### src/rtl/lsu_ctrl.sv
// Load/store sequencer: decodes CPU memory ops into bus lane patterns, runs a
// req/ack transfer with timeout and captures the byte-extended load result.
module lsu_ctrl #(
  parameter int unsigned TIMEOUT = 16
) (
  input  logic        clk,
  input  logic        rst,
  input  logic        cpu_req,
  input  logic [2:0]  cpu_op,
  input  logic [31:0] cpu_addr,
  input  logic [31:0] cpu_wdata,
  output logic        cpu_busy,
  output logic        cpu_done,
  output logic [31:0] cpu_rdata,
  output logic        cpu_err,
  output logic [1:0]  cpu_err_code,
  output logic        bus_req,
  output logic        bus_we,
  output logic [31:0] bus_addr,
  output logic [3:0]  bus_be,
  output logic [31:0] bus_wdata,
  input  logic        bus_ack,
  input  logic [31:0] bus_rdata,
  output logic [31:0] ext_din,
  output logic [3:0]  ext_be,
  output logic        ext_op,
  input  logic [31:0] ext_dout
);

  typedef enum logic [1:0] {S_IDLE, S_REQ, S_EXT, S_DONE} state_t;

  localparam logic [7:0] LAST_WAIT = 8'(TIMEOUT - 1);

  state_t      state, state_nx;
  logic [7:0]  wait_cnt;
  logic        zext_r;
  logic        op_byte, op_half, op_store, op_zext, misalign;
  logic [3:0]  be_dec;
  logic [31:0] wdata_dec;

  always_comb begin
    op_byte   = (cpu_op == 3'd0) || (cpu_op == 3'd3) || (cpu_op == 3'd5);
    op_half   = (cpu_op == 3'd1) || (cpu_op == 3'd4) || (cpu_op == 3'd6);
    op_store  = (cpu_op >= 3'd5);
    op_zext   = (cpu_op == 3'd2) || (cpu_op == 3'd3) || (cpu_op == 3'd4);
    be_dec    = 4'b1111;
    wdata_dec = cpu_wdata;
    misalign  = |cpu_addr[1:0];
    if (op_byte) begin
      be_dec    = 4'b0001 << cpu_addr[1:0];
      wdata_dec = {4{cpu_wdata[7:0]}};
      misalign  = 1'b0;
    end else if (op_half) begin
      be_dec    = cpu_addr[1] ? 4'b1100 : 4'b0011;
      wdata_dec = {2{cpu_wdata[15:0]}};
      misalign  = cpu_addr[0];
    end
  end

  always_ff @(posedge clk) begin
    if (rst) state <= S_IDLE;
    else     state <= state_nx;
  end

  always_comb begin
    state_nx = state;
    cpu_busy = (state != S_IDLE);
    cpu_done = 1'b0;
    cpu_err  = 1'b0;
    bus_req  = 1'b0;
    unique case (state)
      S_IDLE: if (cpu_req) state_nx = misalign ? S_DONE : S_REQ;
      S_REQ: begin
        bus_req = 1'b1;
        // an ack on the last permitted cycle takes priority over the timeout
        if (bus_ack)                    state_nx = bus_we ? S_DONE : S_EXT;
        else if (wait_cnt == LAST_WAIT) state_nx = S_DONE;
      end
      S_EXT: state_nx = S_DONE;
      S_DONE: begin
        cpu_done = 1'b1;
        cpu_err  = (cpu_err_code != 2'b00);
        state_nx = S_IDLE;
      end
      default: state_nx = S_IDLE;
    endcase
  end

  always_ff @(posedge clk) begin
    if (rst) begin
      wait_cnt     <= '0;
      zext_r       <= 1'b0;
      cpu_err_code <= '0;
      cpu_rdata    <= '0;
      bus_we       <= 1'b0;
      bus_addr     <= '0;
      bus_be       <= '0;
      bus_wdata    <= '0;
      ext_din      <= '0;
      ext_be       <= '0;
      ext_op       <= 1'b0;
    end else begin
      unique case (state)
        S_IDLE: if (cpu_req) begin
          bus_addr     <= {cpu_addr[31:2], 2'b00};
          bus_be       <= be_dec;
          bus_wdata    <= wdata_dec;
          bus_we       <= op_store;
          zext_r       <= op_zext;
          wait_cnt     <= '0;
          cpu_err_code <= misalign ? 2'b01 : 2'b00;
        end
        S_REQ: begin
          if (bus_ack) begin
            if (!bus_we) begin
              ext_din <= bus_rdata;
              ext_be  <= bus_be;
              ext_op  <= zext_r;
            end
          end else if (wait_cnt == LAST_WAIT) begin
            cpu_err_code <= 2'b10;
          end else begin
            wait_cnt <= wait_cnt + 8'd1;
          end
        end
        S_EXT:   cpu_rdata <= ext_dout;
        default: ;
      endcase
    end
  end

endmodule
### config.mk
export PLATFORM = sky130hd
export DESIGN_NAME = lsu_ctrl
export DESIGN_NICKNAME = d
export VERILOG_FILES = /design/src/rtl/lsu_ctrl.sv
export SDC_FILE = /design/constraint.sdc
export NUM_CORES = 1
export LEC_CHECK = 0
export CAP_MARGIN = 5
export CELL_PAD_IN_SITES_DETAIL_PLACEMENT = 1
export CELL_PAD_IN_SITES_GLOBAL_PLACEMENT = 2
export CORE_MARGIN = 2
export CORE_UTILIZATION = 20
export DETAILED_ROUTE_END_ITERATION = 16
export MAX_ROUTING_LAYER = met4
export PLACE_DENSITY = 0.85
export SLEW_MARGIN = 10
export SYNTH_ARGS = -nofsm -noshare
export SYNTH_HDL_FRONTEND = slang
export SYNTH_SLANG_ARGS = --single-unit
### constraint.sdc
create_clock -name clk -period 1.8 [get_ports clk]
set_input_delay 0.18 -clock clk [delete_from_list [all_inputs] [get_ports clk]]
set_output_delay 0.18 -clock clk [all_outputs]
set_load 0.005 [all_outputs]
# Word-level counts from Yosys, hierarchy flattened
# Index checks and enable logic that the tools add are counted.
dict set report op_classes {
  reduce_logical 17
  n_lt_le_gt_ge 1
  n_addsub 1
  bitwise_logic 1
  n_eq_ne 15
  mux 25
  n_shift 1
}
# op n
set op_table {}
lappend op_table {{2-to-1 mux 32 bit} 2}
lappend op_table {{2-to-1 mux 8 bit} 3}
lappend op_table {{one-hot mux 8 bit (2 select lines)} 1}
lappend op_table {{2-to-1 mux 2 bit} 7}
lappend op_table {{2-to-1 mux 4 bit} 3}
lappend op_table {{equality test 3 bit (second input constant)} 3}
lappend op_table {{adder 8 x 1 -> 8 bit (second input constant)} 1}
lappend op_table {{equality test 8 x 4 -> 1 bit (second input constant)} 1}
lappend op_table {{!= test 2 bit (second input constant)} 4}
lappend op_table {{one-hot mux 2 bit (4 select lines)} 1}
lappend op_table {{AND reduction 4 bit} 2}
lappend op_table {{2-to-1 mux 1 bit} 7}
lappend op_table {{equality test 3 x 2 -> 1 bit (second input constant)} 2}
lappend op_table {{logical OR 1 bit} 6}
lappend op_table {{nonzero test 2 bit} 3}
lappend op_table {{equality test 2 bit (second input constant)} 2}
lappend op_table {{one-hot mux 2 bit (2 select lines)} 1}
lappend op_table {{AND reduction 2 bit} 2}
lappend op_table {{<< shifter 1 x 2 -> 4 bit (first input constant)} 1}
lappend op_table {{equality test 3 x 1 -> 1 bit (second input constant)} 1}
lappend op_table {{greater-or-equal comparator 3 bit (second input constant)} 1}
lappend op_table {{logical NOT 3 bit} 1}
lappend op_table {{!= test 3 bit (second input constant)} 1}
lappend op_table {{AND reduction 3 bit} 1}
lappend op_table {{other kinds (4)} 4}
dict set report totals {
  output_inout_bits 144
  wordCells 73
  in_bits 135
  regBits 149
}

# Logic depth before layout (Yosys ltp)
# Gate-level depths: netlist of run 1.
dict set report depth {
  word_depth 8
  mapped_depth 9
  ltp_nobuf 6
}

# Worst setup path before layout of run 1
# Ideal clock, no wire load.
dict set report synth_timing {
  kind {flip-flop to flip-flop}
  startpoint {reg state[1]}
  endpoint {reg wait_cnt[7]}
  stages_incl_launch_ff 8
  period_less_slack_ns 1.780
  t_arrival_ns 1.708
  slack_ns 0.020
  t_required_ns 1.728
  setup_time_ns 0.072
  path_buffers 1
  cell_sequence {dfxtp_1 inv_1 ha_1 buf_2 nand2_2 o2111ai_2 or4_1 a21oi_1}
}
dict set report synth_via {
  elab_chain_cells 3
  elab_cells_between_ends 8
  classes_between {4 x eq/ne; 1 x mux; 3 x reduce/logical}
}
# element line
set synth_lines {}
lappend synth_lines {{start: declaration} 34} ;# state_t state, state_nx;
lappend synth_lines {{start signal: assignment} 62} ;# else state <= state_nx;
lappend synth_lines {{equality test 2 x 1 -> 1 bit / logical NOT 2 bit (equally long branches)} 103} ;# unique case (state)
lappend synth_lines {{!= test 2 bit (no source line) / nonzero test 2 bit (equally long branches)} n/a}
lappend synth_lines {{AND reduction 4 bit (no source line)} n/a}
lappend synth_lines {{end signal: assignment} 123} ;# wait_cnt <= wait_cnt + 8'd1;
lappend synth_lines {{end: declaration} 35} ;# logic [7:0] wait_cnt;
# Parallel ways exist; a longest one is shown, timed or not.
# A chain may end at the register's enable or synchronous reset.

# Final worst setup path of run 1
dict set report layout_timing {
  startpoint {reg state[0]}
  endpoint {reg bus_wdata[30]}
}
dict set report layout_via {
  elab_chain_cells 2
}
# element line
set layout_lines {}
lappend layout_lines {{logical NOT 2 bit} 103}
lappend layout_lines {{AND reduction 2 bit (no source line)} n/a}
lappend layout_lines {{end signal: assignment} 107} ;# bus_wdata <= wdata_dec;
lappend layout_lines {{end: declaration} 21} ;# output logic [31:0] bus_wdata,
# No other way between the ends.

==> out/metrics.yaml, run 1 <==
outcome: "finished clean"
ys.flop_type: "dfxtp_1"
avgSynthCellArea_sq_um: 8.63
drt_iter0_markers: 176
vdd_ir_drop_max_v: 0.000522
finalWirelength_um: 22200
synth_top_area_share_pct: 50.3
min_path_type: "in2reg"
die_y_um: 176
synthCells: 687
final_area_sq_mm: 0.0100
numCtsBuffers: 17
skew_ps: 12.7
first_global_vias: 6236
worstSetupStartpointType: "flip-flop"
r2r_setup_slack_ps: 90
ys_seq_area_share_pct: 50.3
worst_pin_slew_ps: 479
finalHoldViolations: 0
die_w_um: 176
ant_nets: 0
synthMuxAreaShare_pct: 9.04
finalSetupTns_ps: 0
post-route-min-period_ps: 1710
clkSinkCount: 149
reg2reg_from: "state[0]$_SDFFE_PP0P_"
ff2ff_path_depth: 7
dr.pass1.iters: 4
drc: 0
synth-simple-area-share_pct: 16.8
yosysUniqueCellTypes: 50
wire_per_inst_um: 16.1
clock-root-buffer: "clkbuf_16"
placedInstanceArea_sq_mm: 0.00935
max_freq_ghz: 0.584
synth-compound-area-share_pct: 18.1
ys_warn_count: 0
start_util_pct: 20.2
critical_path_class: "reg2reg"
whs_path_depth: 2
hold_slack_ps: 64.5
ys_top_cells_by_area: "dfxtp_1, nand2_1, a21oi_1"
synth_xor_xnor_area_share_pct: 0.274
setup-violations-final: 0
fin_crit_sh_pct: 95.1
cts-htree-levels: 4
synth_fa_ha_area_share_pct: 1.06
grt_max_degree: 66
r2r-end: "bus_wdata[30]$_SDFFE_PP0P_"
dp_hpwl_um: 16500
portBuffers: 276
antenna_found_initial: 2
overflow: 0
cp.required_ps: 2090
cp-end-kind: "flip-flop"
maxCapViolCount: 0
grt_setup_unrepaired: "false"
p_per_area_mw_per_mm2: 1270
clockBufferDepth: 2
power.total_w: 0.0127
ioPinCount: 279
drive_gt1_share_pct: 10.4
utilization_pct: 34.1
nets: 1116
hold_end: "ext_be[0]$_SDFFE_PP0P_"
min_from: "rst"
clk_latency_ps: 420
clk_pin_slew_ps: 70
area_growth_pct: 69.0
synthArstFlopShare_pct: 0
synth_seq_cells: 149
crit_arrival_ps: 2010
synth_top_family_by_area: "compound AO/OA/AOI/OAI gates"
p_leak_nw: 3.67
cts_tree: "yes"
relSlewSlack_pct: 67.4
hold_buffers: 0
grt_usage_pct: 14.6
rows: 63
gp_congestion: 0.779
synth_area_leader_cell: "dfxtp_1"
via_per_inst: 4.31
vias: 5947
grt_pass1_wl_um: 34500
synth_area_sq_mm: 0.00593
crit_fanout: 8
fill_cells: 3385
report.final.slew_viol_count: 0
dieArea_sq_mm: 0.0310
synth_edf_count: 0
core_sq_mm: 0.0294
cells by family (layout without fill, tap and decap cells):
group	Yosys count	after routing
muxes	52	52
adders and majority gates	5	5
DFF	149	149
buffers and inverters	58	359
AOI/OAI and AO/OA	185	185
and+or+nand+nor	236	236
other	1	4
xor gates and xnor gates	1	1
registers in the layout, summed over array words and instances (netlist names):
name and count:
bus_wdata 32, cpu_rdata 32, ext_din 32, bus_addr 30
wait_cnt 8, bus_be 4, ext_be 4, cpu_err_code 2
state 2, bus_we 1, ext_op 1, zext_r 1
synthesized netlist by cell type, types with 2 or more instances:
cell type / number
o211ai_1: 3
nand2b_1: 6
inv_1: 8
or2_2: 2
a21oi_1: 107
nand2_1: 158
a31oi_1: 5
and3_1: 3
o21ai_0: 26
or4_1: 3
a21boi_0: 9
nand3_1: 4
o31ai_1: 12
dfxtp_1: 149
ha_1: 5
buf_4: 4
mux2_2: 2
mux2i_1: 49
nor2_1: 44
nor2b_1: 2
o32ai_1: 2
a211oi_1: 11
clkbuf_1: 32
buf_2: 12
or3_1: 4
cell usage in the layout, fill, tap and decap left out, types with 9 or more instances in the layout:
cell / synthesis / layout
a211oi_1: 11 / 11
a21boi_0: 9 / 9
a21oi_1: 107 / 106
buf_4: 4 / 38
clkbuf_16: 0 / 17
clkdlybuf4s50_1: 0 / 271
dfxtp_1: 149 / 148
mux2i_1: 49 / 49
nand2_1: 158 / 157
nor2_1: 44 / 44
o21ai_0: 26 / 26
o31ai_1: 12 / 11
worst max path at each step:
| stage | to | startpoint | cells after the start |
|---|---|---|---|
| 6_report | bus_wdata[30]$_SDFFE_PP0P_ | state[0]$_SDFFE_PP0P_ | 7 |
| 2_1_floorplan | wait_cnt[7]$_SDFFE_PP0P_ | state[1]$_SDFFE_PP0P_ | 7 |
| 3_5_place_dp | bus_wdata[27]$_SDFFE_PP0P_ | cpu_op[0] | 5 |
| 3_3_place_gp | bus_wdata[21]$_SDFFE_PP0P_ | cpu_op[0] | 5 |
| 4_1_cts | cpu_busy | state[0]$_SDFFE_PP0P_ | 5 |
| 5_1_grt | wait_cnt[7]$_SDFFE_PP0P_ | state[1]$_SDFFE_PP0P_ | 7 |
metrics by stage:
step,cells,setup WS [ps]
after floorplan,688,19.6
after global placement,1346,-38.3
after detailed placement,1346,-104
after CTS,1379,-5.49
after global routing,1381,11.2
final,1381,88.0
power breakdown:
group	internal (W)	leakage (nW)	switching [W]
clock network	0.00213	0.293	0.00160
registers	0.00395	1.22	0.000360
logic	0.00249	2.16	0.00215
total	0.00857	3.67	0.00411
timing repair:
action                                 4_1_cts  5_1_grt
setup buffers                                1        0
endpoints found under the hold margin        0        0
gates resized for setup                     11        8
setup endpoints to repair                   11       13
cloned                                       0        0
pin swaps                                    1        1
worst max-delay path: stages, from the launching register on:
cell      delay, ps
dfxtp_2         340
inv_1           120
ha_4            200
and2_2          230
o211ai_1        100
buf_4           180
o31ai_1         330
a211oi_1         90
final cells by class:
class | instances | area [sq um] | share of cell area [%]
Timing Repair Buffer | 319 | 3160 | 31.5
Inverter | 8 | 30.0 | 0.300
Antenna cell | 2 | 5.00 | 0.0500
Sequential cell | 149 | 2980 | 29.8
Clock buffer | 18 | 439 | 4.39
Tap cell | 390 | 488 | 4.87
Clock inverter | 14 | 164 | 1.64
Multi-Input combinational cell | 481 | 2750 | 27.4
metal layers:
metal / part of all wire (%) / track usage (%) / wire [um] / up-vias
met4: 1.4 / 3.20 / 303 / 0
met3: 6.2 / 4.41 / 1380 / 16
li1: - / - / - / 2930
met5: 0 / - / 0 / -
met2: 47 / 23.8 / 10500 / 165
met1: 45 / 17.6 / 9960 / 2836
(Power assumes the default switching activity.)
==> run 2: changes to the inputs <==
- CORE_UTILIZATION: 20 -> 21
- CTS_BUF_LIST: unset -> sky130_fd_sc_hd__clkbuf_4
- PLACE_DENSITY: 0.85 -> 0.88
==> run 2 against run 1 <==
Design area fell by 3.1%; register-to-register slack barely moved; sequential cell count did not move; routed wire length fell by 1.7%; utilization rose by 0.85 points; power fell by 13%; critical path depth rose by 1; worst hold slack improved by 85 ps; critical path type unchanged; maximum frequency rose by 0.12%.
==> out/metrics.yaml, run 2 (same netlist as run 1, synthesis figures left out) <==
outcome: "finished clean"
setup-violations-final: 0
area_growth_pct: 63.7
ant_nets: 0
ioPinCount: 279
gp_congestion: 0.827
reg2reg_from: "state[0]$_SDFFE_PP0P_"
final_area_sq_mm: 0.00970
grt_max_degree: 110
vias: 5948
min_from: "bus_rdata[1]"
grt_usage_pct: 14.6
antenna_found_initial: 1
finalSetupTns_ps: 0
dieArea_sq_mm: 0.0296
r2r_setup_slack_ps: 90
clockBufferDepth: 2
p_per_area_mw_per_mm2: 1140
crit_arrival_ps: 2150
crit_family: "compound AO/OA/AOI/OAI gates"
worst_pin_slew_ps: 530
drc: 0
drive_gt1_share_pct: 11.0
start_util_pct: 21.3
dr.pass1.iters: 4
hold_end: "ext_din[1]$_SDFFE_PP0P_"
utilization_pct: 34.9
clk_latency_ps: 560
clock-root-buffer: "clkbuf_4"
skew_ps: 26.7
cts_tree: "yes"
rows: 61
post-route-min-period_ps: 1710
maxCapViolCount: 0
portBuffers: 276
core_sq_mm: 0.0278
layout_commonest_cell: "clkdlybuf4s50_1"
hold_slack_ps: 150
via_per_inst: 4.35
p_leak_nw: 3.54
first_global_vias: 6008
cpMostUsedCell: "buf_4"
grt_pass1_wl_um: 32600
critical_path_class: "reg2reg"
crit_fanout: 8
worst_slack_ps: 90.0
clk_pin_slew_ps: 160
clkSinkCount: 149
worstPathCellList: "inv_2, ha_4, buf_4, and2_2, o211ai_1, buf_4, o31ai_1, a211oi_1"
cp_slowest_stage_delay_ps: 400
cp.buffers_inverters: 3
slowest_stage: "dfxtp_4"
vdd_ir_drop_max_v: 0.000379
die_y_um: 172
cp-end-kind: "flip-flop"
fin_crit_sh_pct: 95.0
r2r-end: "bus_wdata[30]$_SDFFE_PP0P_"
cp.depth: 8
min_path_type: "in2reg"
whs_path_depth: 3
nets: 1117
cts-htree-levels: 4
report.final.slew_viol_count: 0
pre_cts_slack_ps: -37.5
die_w_um: 172
final_cell_mix: "clkdlybuf4s50_1, nand2_1, dfxtp_1"
cp.required_ps: 2240
relSlewSlack_pct: 64.7
worstSetupStartpointType: "flip-flop"
finalHoldViolations: 0
numCtsBuffers: 17
wire_per_inst_um: 15.9
reg.largest.list: "bus_wdata (32), cpu_rdata (32), ext_din (32)"
overflow: 0
drt_iter0_markers: 182
placedInstanceArea_sq_mm: 0.00935
finalWirelength_um: 21800
dp_hpwl_um: 16000
max_freq_ghz: 0.585
ff2ff_path_depth: 8
run 2: changes by cell type in the layout (fill, tap and decap cells not counted), moves of 2 or more:
| cell | change |
|---|---|
| o31ai_2 | +2 |
| inv_4 | +2 |
| buf_4 | -2 |
| clkbuf_4 | +17 |
| dfxtp_1 | -3 |
| clkdlybuf4s50_1 | -2 |
| clkbuf_16 | -17 |
| buf_6 | +2 |
| dfxtp_4 | +2 |
| o31ai_1 | -2 |
| bufinv_16 | -2 |
run 2: how the worst max path moves through the flow:
stage | startpoint | to
global route | wait_cnt[1]$_SDFFE_PP0P_ | cpu_err_code[1]$_SDFFE_PP0P_
CTS | state[0]$_SDFFE_PP0P_ | cpu_busy
detailed placement | cpu_req | wait_cnt[7]$_SDFFE_PP0P_
global placement | cpu_op[0] | bus_wdata[24]$_SDFFE_PP0P_
floorplan | state[1]$_SDFFE_PP0P_ | wait_cnt[7]$_SDFFE_PP0P_
finish | state[0]$_SDFFE_PP0P_ | bus_wdata[30]$_SDFFE_PP0P_
run 2: worst min-delay path, delay by kind of cell:
family | cells | cell delay (ps)
buffers and inverters | 1 | 400
AO/OA/AOI/OAI | 1 | 50
AND/OR/NAND/NOR | 1 | 60
run 2: where the power goes:
part           switching (W)  leakage, nW  total [W]  internal (W)
Sequential          0.000361         1.22    0.00431       0.00395
Combinational        0.00219         2.19    0.00476       0.00257
Clock                0.00143        0.130    0.00201      0.000580
Total                0.00398         3.54     0.0111       0.00711
run 2: per-stage QoR:
step / total power (W) / std cells
2_1_floorplan: 0.00633 / 688
3_3_place_gp: 0.00897 / 1334
3_5_place_dp: 0.00907 / 1334
4_1_cts: 0.0113 / 1367
5_1_grt: 0.0119 / 1368
6_report: 0.0111 / 1368
run 2: layout make-up:
type / count / area (sq um)
Sequential cell: 149 / 2990
Tap cell: 378 / 473
Multi-Input combinational cell: 481 / 2770
Antenna cell: 1 / 2.50
Clock buffer: 17 / 128
Clock inverter: 14 / 116
Fill cell: 3295 / 18100
Timing Repair Buffer: 320 / 3180
Inverter: 8 / 35.0
run 2: what timing repair did:
action                                  CTS  global route
setup buffers                             1             0
endpoints found under the setup margin   21            15
hold buffers                              1             0
hold endpoints to repair                  6             0
pin swaps                                 1             1
gates resized for setup                  22            16
run 2: routing by layer:
layer / vias to the layer above / part of all wire [%] / GRT usage (%)
met3: 15 / 8.2 / 5.31
met2: 180 / 49 / 24.4
li1: 2924 / - / -
met4: 0 / 1.3 / 3.65
met5: - / 0 / -
met1: 2829 / 42 / 16.8
==> run 3: changes to the inputs <==
- CELL_PAD_IN_SITES_DETAIL_PLACEMENT: 1 -> unset
- CELL_PAD_IN_SITES_GLOBAL_PLACEMENT: 2 -> unset
- CORE_UTILIZATION: 21 -> 38
==> run 3 against run 2 <==
Critical path depth unchanged; clock skew down 10 ps; first-iteration DRC count up 73%; utilization up 27 points; clock power up 10%; non-clock buffer count down 9; largest cell class unchanged.
==> out/metrics.yaml, run 3 (same netlist as run 1, synthesis figures left out) <==
die_y_um: 129
die_w_um: 129
min_from: "cpu_addr[4]"
final_cell_mix: "clkdlybuf4s50_1, nand2_1, dfxtp_1"
first_global_vias: 5617
ant_nets: 0
drc: 0
cts_tree: "yes"
vdd_ir_drop_max_v: 0.000700
p_int_w: 0.00732
clk_pin_slew_ps: 130
reg.largest.list: "bus_wdata (32), cpu_rdata (32), ext_din (32)"
num_antenna_cells: 0
worst_pin_slew_ps: 738
power.total_w: 0.0110
grt_usage_pct: 22.3
area_growth_pct: 58.7
overflow: 0
clk_latency_ps: 560
nets: 1108
report.final.slew_viol_count: 0
layout_commonest_cell: "clkdlybuf4s50_1"
setup-violations-final: 0
wire_per_inst_um: 16.0
post-route-min-period_ps: 1710
dieArea_sq_mm: 0.0166
drt_iter0_markers: 315
fin_crit_sh_pct: 95.1
finalHoldViolations: 0
p_sw_w: 0.00365
crit_arrival_ps: 2210
grt_max_degree: 89
finalSetupTns_ps: 0
r2r_setup_slack_ps: 90
final_area_sq_mm: 0.00940
relSlewSlack_pct: 50.6
p_clk_share_pct: 20.1
finalWirelength_um: 18700
rows: 45
worstSetupStartpointType: "flip-flop"
ff2ff_path_depth: 8
r2r-end: "wait_cnt[5]$_SDFFE_PP0P_"
clkSinkCount: 149
cts-htree-levels: 4
fill_cells: 1251
reg2reg_from: "state[1]$_SDFFE_PP0P_"
drive_gt1_share_pct: 9.68
combPwrFrac_pct: 40.6
p_per_area_mw_per_mm2: 1170
antenna_found_initial: 0
ioPinCount: 279
cp-end-kind: "flip-flop"
dp_hpwl_um: 13200
grt_pass1_wl_um: 28300
via_per_inst: 5.09
clockBufferDepth: 2
crit_fanout: 10
numCtsBuffers: 17
maxCapViolCount: 0
outcome: "finished clean"
placedInstanceArea_sq_mm: 0.00904
sw_frac_of_total_pct: 33.3
core_sq_mm: 0.0152
critical_path_class: "reg2reg"
p_leak_nw: 3.49
grt_setup_unrepaired: "false"
whs_path_depth: 3
seqPwrFrac_pct: 39.3
cp.required_ps: 2290
hold_end: "bus_addr[4]$_SDFFE_PP0P_"
dr.pass1.iters: 5
min_path_type: "in2reg"
portBuffers: 276
clock-root-buffer: "clkbuf_4"
skew_ps: 16.4
gp_congestion: 0.859
start_util_pct: 39.0
max_freq_ghz: 0.584
vias: 5947
-- run 3: cell count changes in the layout (fill, tap and decap cells not counted), sizes merged, moves of 2 or more --
| cell | previous run | this run |
|---|---|---|
| buf | 46 | 36 |
| bufinv | 0 | 3 |
| clkbuf | 17 | 20 |
| clkinv | 3 | 5 |
| inv | 16 | 10 |
-- run 3: worst max-delay path, stage by stage (launching register included) --
cell	delay, ps
dfxtp_2	360
inv_2	60
ha_4	170
buf_4	170
nand2_4	90
o2111ai_2	140
buf_4	180
or3_4	360
a21oi_2	130
-- run 3: area by class of cell --
class,instances,area (sq um),share of cell area [%]
clock buffer,19,143,1.52
tap,188,235,2.50
inverter,8,32.5,0.346
sequential,149,2990,31.8
timing repair buffer,311,3100,33.0
multi-input combinational,481,2740,29.2
clock inverter,13,156,1.66
-- run 3: worst max-delay path by stage --
stage,from,to,cells past startpoint
after CTS,state[1]$_SDFFE_PP0P_,cpu_err,4
after detailed placement,cpu_op[0],bus_wdata[27]$_SDFFE_PP0P_,5
final,state[1]$_SDFFE_PP0P_,wait_cnt[5]$_SDFFE_PP0P_,8
after global placement,cpu_op[0],bus_wdata[25]$_SDFFE_PP0P_,5
after global routing,state[1]$_SDFFE_PP0P_,wait_cnt[5]$_SDFFE_PP0P_,8
after floorplan,state[1]$_SDFFE_PP0P_,wait_cnt[7]$_SDFFE_PP0P_,7
-- run 3: what timing repair did --
item	4_1_cts	5_1_grt
setup buffers	1	0
pin swaps	1	0
gates resized for setup	20	7
hold endpoints to repair	11	0
endpoints found under the setup margin	45	7
hold buffers	1	0
-- run 3: layer usage --
metal	up-vias	track usage, %	wire length (um)
li1	2902	-	-
met1	2792	25.4	7710
met2	226	36.7	9100
met3	27	8.15	1550
met4	0	6.84	294
met5	-	-	0
-- run 3: power by group through the flow --
| stage | Clock, W | Sequential [W] | Combinational (W) |
|---|---|---|---|
| global placement | 0 | 0.00433 | 0.00430 |
| CTS | 0.00227 | 0.00431 | 0.00445 |
| floorplan | 0 | 0.00438 | 0.00195 |
| global route | 0.00242 | 0.00437 | 0.00483 |
| finish | 0.00221 | 0.00431 | 0.00446 |
| detailed placement | 0 | 0.00436 | 0.00436 |
-- run 3: stage by stage --
step	setup WS, ps	instances	hold WS, ps	utilization, %
2_1_floorplan	19.6	688	316	-
3_3_place_gp	-70.7	1135	440	59.5
3_5_place_dp	-179	1135	446	59.5
4_1_cts	6.67	1169	103	61.8
5_1_grt	4.80	1169	94.3	61.8
6_report	87.4	1169	150	61.8
